**config.mk**
```make
export PLATFORM = sky130hd
export DESIGN_NAME = i2s_adc_receiver
export DESIGN_NICKNAME = d
export VERILOG_FILES = /design/src/rtl/i2s_adc_receiver.sv
export SDC_FILE = /design/constraint.sdc
export NUM_CORES = 1
export LEC_CHECK = 0
export ABC_AREA = 1
export ABC_CLOCK_PERIOD_IN_PS = 2520
export CAP_MARGIN = 20
export CORE_MARGIN = 2
export CORE_UTILIZATION = 49
export CTS_BUF_LIST = sky130_fd_sc_hd__clkbuf_8 sky130_fd_sc_hd__clkbuf_16
export DETAILED_ROUTE_END_ITERATION = 6
export PLACE_DENSITY = 0.68
export SYNTH_ARGS = -nofsm -noshare
export SYNTH_HDL_FRONTEND = slang
export SYNTH_SLANG_ARGS = --single-unit
```
**constraint.sdc**
```tcl
create_clock -name CLK -period 2.52 [get_ports CLK]
set_clock_uncertainty 0.1 [all_clocks]
set_input_delay 0.504 -clock CLK [delete_from_list [all_inputs] [get_ports CLK]]
set_output_delay 0.504 -clock CLK [all_outputs]
set_load 0.05 [all_outputs]
```
**src/rtl/i2s_adc_receiver.sv**
```systemverilog
`default_nettype none
// ============================================================================
//  Module      : i2s_adc_receiver
//  Description : I2S ADC deserializer; captures one channel's word into CLK.
//  Revision    : 1.0  initial release
// ============================================================================
module i2s_adc_receiver #(
    parameter int CHANNEL = 0,
    parameter int WIDTH   = 16
) (
    input  logic             CLK,
    input  logic             RESET_N,
    input  logic             AUD_BCLK,
    input  logic             AUD_ADCLRCK,
    input  logic             AUD_ADCDAT,
    output logic [WIDTH-1:0] adc_frame,
    output logic             frame_valid,
    output logic             frame_err
);

    localparam int              CNT_W    = $clog2(WIDTH + 1);
    localparam logic [CNT_W-1:0] CNT_LAST = CNT_W'(WIDTH - 1);
    localparam logic            TGT_LVL  = (CHANNEL != 0) ? 1'b1 : 1'b0;

    typedef enum logic [2:0] {
        IDLE  = 3'd0,
        SKIP  = 3'd1,
        SHIFT = 3'd2,
        LOAD  = 3'd3,
        WAIT  = 3'd4
    } state_t;

    // Bit 0 = first sync stage, bit 1 = synchronized copy, bit 2 = history.
    logic [2:0]       bclk_q;
    logic [2:0]       lrck_q;
    logic [1:0]       dat_q;

    state_t           state_q;
    logic [CNT_W-1:0] cnt_q;
    logic [WIDTH-1:0] shreg_q;
    logic [WIDTH-1:0] frame_q;
    logic             valid_q;
    logic             err_q;

    logic             bclk_rise;
    logic             lrck_edge;
    logic             target_edge;
    logic [WIDTH-1:0] shreg_d;

    assign bclk_rise   = bclk_q[1] & ~bclk_q[2];
    assign lrck_edge   = lrck_q[1] ^ lrck_q[2];
    assign target_edge = lrck_edge & (lrck_q[1] == TGT_LVL);
    assign shreg_d     = {shreg_q[WIDTH-2:0], dat_q[1]};

    always_ff @(posedge CLK or negedge RESET_N) begin
        if (!RESET_N) begin
            bclk_q <= '0;
            lrck_q <= '0;
            dat_q  <= '0;
        end else begin
            bclk_q <= {bclk_q[1:0], AUD_BCLK};
            lrck_q <= {lrck_q[1:0], AUD_ADCLRCK};
            dat_q  <= {dat_q[0], AUD_ADCDAT};
        end
    end

    always_ff @(posedge CLK or negedge RESET_N) begin
        if (!RESET_N) begin
            state_q <= IDLE;
            cnt_q   <= '0;
            shreg_q <= '0;
            frame_q <= '0;
            valid_q <= 1'b0;
            err_q   <= 1'b0;
        end else begin
            valid_q <= 1'b0;
            err_q   <= 1'b0;
            case (state_q)
                IDLE, WAIT: begin
                    if (target_edge) begin
                        state_q <= SKIP;
                        cnt_q   <= '0;
                    end else if (lrck_edge) begin
                        state_q <= WAIT;
                    end
                end
                SKIP, SHIFT: begin
                    // A word clock edge mid-word wins over any coincident bit.
                    if (lrck_edge) begin
                        err_q <= 1'b1;
                        if (target_edge) begin
                            state_q <= SKIP;
                            cnt_q   <= '0;
                        end else begin
                            state_q <= WAIT;
                        end
                    end else if (bclk_rise) begin
                        if (state_q == SKIP) begin
                            state_q <= SHIFT;
                        end else begin
                            shreg_q <= shreg_d;
                            cnt_q   <= cnt_q + CNT_W'(1);
                            if (cnt_q == CNT_LAST) begin
                                state_q <= LOAD;
                            end
                        end
                    end
                end
                LOAD: begin
                    frame_q <= shreg_q;
                    valid_q <= 1'b1;
                    state_q <= WAIT;
                end
                default: begin
                    state_q <= IDLE;
                end
            endcase
        end
    end

    assign adc_frame   = frame_q;
    assign frame_valid = valid_q;
    assign frame_err   = err_q;

endmodule
`default_nettype wire

```
==> metrics.yaml <==
run_status: "finished clean"
yosysTopAreaCellShare_pct: 59.0
critical_path_required_ps: 1920
drt.antenna.violating_nets: 0
first_global_vias: 1395
ys_types: 23
critical_path_arrival_ps: 1480
die_height_um: 69.8
cpPeakStageDelay_ps: 810
worst_path_bufs_invs: 1
die_x_um: 69.8
clock-root-buffer: "clkbuf_8"
dp_worst_slack_ps: 652
cts_num_sinks: 50
htree_num_levels: 2
drt_iter0_drc: 111
synth_warnings: 0
synth_largest_area_cell: "dfrtp_1"
fin_cells: 301
timing.max_cap.violations: 0
vdd_ir_drop_max_v: 0.000696
power_density_nw_per_um2: 801
grt_antenna_before_repair: 0
placement.cell_area_um2: 2360
core-area_um2: 4090
area_delta_synth_final_pct: 17.2
num_antenna_cells: 0
crit_path_cell_trace: "clkdlybuf4s50_1"
crit_path_leading_delay_family: "buffers and inverters"
achievable-frequency_ghz: 0.479
global_route.overflow_total: 0
filler_cells: 361
clock_tree.buffer_depth: 2
grt_overall_usage_pct: 16.1
postLayoutCellArea_um2: 2480
ys_async_rst_share_pct: 100
critPathLaunchType: "flop"
dpl.hpwl_um: 2200
maximum_number_of_pins_on_one_net_before_global_route_repair: 51
dieArea_um2: 4870
fin_tns_setup_ps: 0
portBuffers: 22
final-seq-area_um2: 1250
synth_area_um2: 2120
path_depth: 1
cts.reportedPaths.clkPinSlew_ps: 90
worstMarginPinSlew_ps: 614
synthCells: 227
final_hold_viol_count: 0
setup_repair_after_global_routing_missed_its_margin: "no"
finalMaxSlewViolations: 0
post-route-worst-setup-slack_ps: 432
tritoncts: "built"
synth_nets: 236
relSlewSlack_pct: 59.0
synth_enable_flop_cells: 0
crit_path_slowest_cell: "clkdlybuf4s50_1"
r2r.worst_path.cells: 9
syn_area_per_cell_um2: 9.34
maximum_fanout_along_the_worst_path: 2
synth_seq_area_share_pct: 59.0
worstSkewPairLatency_ps: 310
placed_cells_incl_taps: 293
cts_setup_buffers: 0
detail_route.wl_per_cell_um: 11.0
clock_period_minus_worst_slack_ps: 2090
top_level_ports: 23
via_per_inst: 4.79
fraction_of_layout_instances_using_a_drive_strength_above_1_pct: 9.96
ys_ff_latch: 50
post_cts_hold_buffer_count: 0
placementRows: 23
wire_length_of_the_first_global_routing_pass_um: 6160
yosys.cell_count.top_type: "nand2_1"
design_power_total_mw: 1.99
cts-buffers-inserted: 5
multi_input_gate_area_in_the_final_layout_um2: 703
yosys-top-cells-area: "dfrtp_1 59%, nand2_1 12%, o21ai_0 7.1%"
detailed_routing_iterations_pass_1: 4
synth_commonest_cells: "65 x nand2_1, 50 x dfrtp_1, 30 x inv_1, 30 x o21ai_0, 12 x nand3_1"
post_cts_resized: 0
min_period_over_period_pct: 82.9
total_via_count_after_detailed_routing: 1441
setup_violations: 0
end_kind: "output pin"
worstHoldPathType: "in -> async"
drc_errors: 0
critPathKind: "reg -> out"
num-nets-final: 259
p_leak_nw: 1.22
globalplace.congestion: 0.773
synth-main-ff-cell: "dfrtp_1"
floorplan.initialDensity_pct: 51.9
detail_route.wirelength_um: 3310
-- sequential cells by signal (all words and copies together) (netlist names) --
register,count
adc_frame,16
shreg_q,16
cnt_q,5
bclk_q,3
lrck_q,3
state_q,3
dat_q,2
frame_err,1
frame_valid,1
-- power by group --
group	total [mW]	switching [mW]	internal (mW)
clock network	0.594	0.267	0.326
logic	0.475	0.315	0.159
registers	0.922	0.0611	0.861
total	1.99	0.644	1.35
-- cell usage in the layout (no fill, tap or decap), types with 2 or more instances in the layout --
master,instances
nand2_1,65
dfrtp_1,50
inv_1,30
o21ai_0,30
clkdlybuf4s50_1,21
nand3_1,12
nor2_1,8
clkbuf_8,6
ha_1,4
nand2_2,3
nand2_4,3
o21ai_1,3
nor2_4,2
buf_4,2
-- layout make-up --
cell class,count,area share (%)
Clock buffer,6,3.32
Clock inverter,2,1.56
Inverter,31,4.68
Multi-Input combinational cell,138,28.3
Sequential cell,50,50.4
Tap cell,50,2.52
Timing Repair Buffer,24,9.26
-- metal layers --
| metal | wire length [µm] | track usage, % | share of wire [%] |
|---|---|---|---|
| met5 | 0 | 0 | 0 |
| met4 | 61 | 5.77 | 1.8 |
| met3 | 161 | 5.23 | 4.9 |
| met2 | 1440 | 24.9 | 44 |
| met1 | 1640 | 21.2 | 50 |
-- final timing paths --
path / from / to / slack [ps]
max reg2reg: lrck_q[1]$_DFF_PN0_ / cnt_q[3]$_DFFE_PN0P_ / 650
min: RESET_N / cnt_q[3]$_DFFE_PN0P_ / 190
max in group asynchronous: RESET_N / dat_q[1]$_DFF_PN0_ / 1720
max: adc_frame[2]$_DFFE_PN0P_ / adc_frame[2] / 430
min in group CLK: lrck_q[0]$_DFF_PN0_ / lrck_q[1]$_DFF_PN0_ / 250
min reg2reg: lrck_q[0]$_DFF_PN0_ / lrck_q[1]$_DFF_PN0_ / 250
-- cell families (layout without fill, tap and decap cells) --
family                   after synthesis  after routing  share of synthesized area [%]
AND/OR/NAND/NOR                       97             97                           21.6
flip-flops                            50             50                           59.0
buffers and inverters                 39             63                           7.79
AO/OA/AOI/OAI                         36             36                           8.80
adder cells (fa/ha/maj)                4              4                           2.36
XOR/XNOR                               1              1                          0.413
-- stage by stage --
step           util, %  hold slack (ps)
3_5_place_dp      57.8              235
2_1_floorplan        -              108
5_1_grt           60.8              247
4_1_cts           60.8              208
6_report          60.8              191
3_3_place_gp      57.8              234
Power figures use the tool's default switching activity.
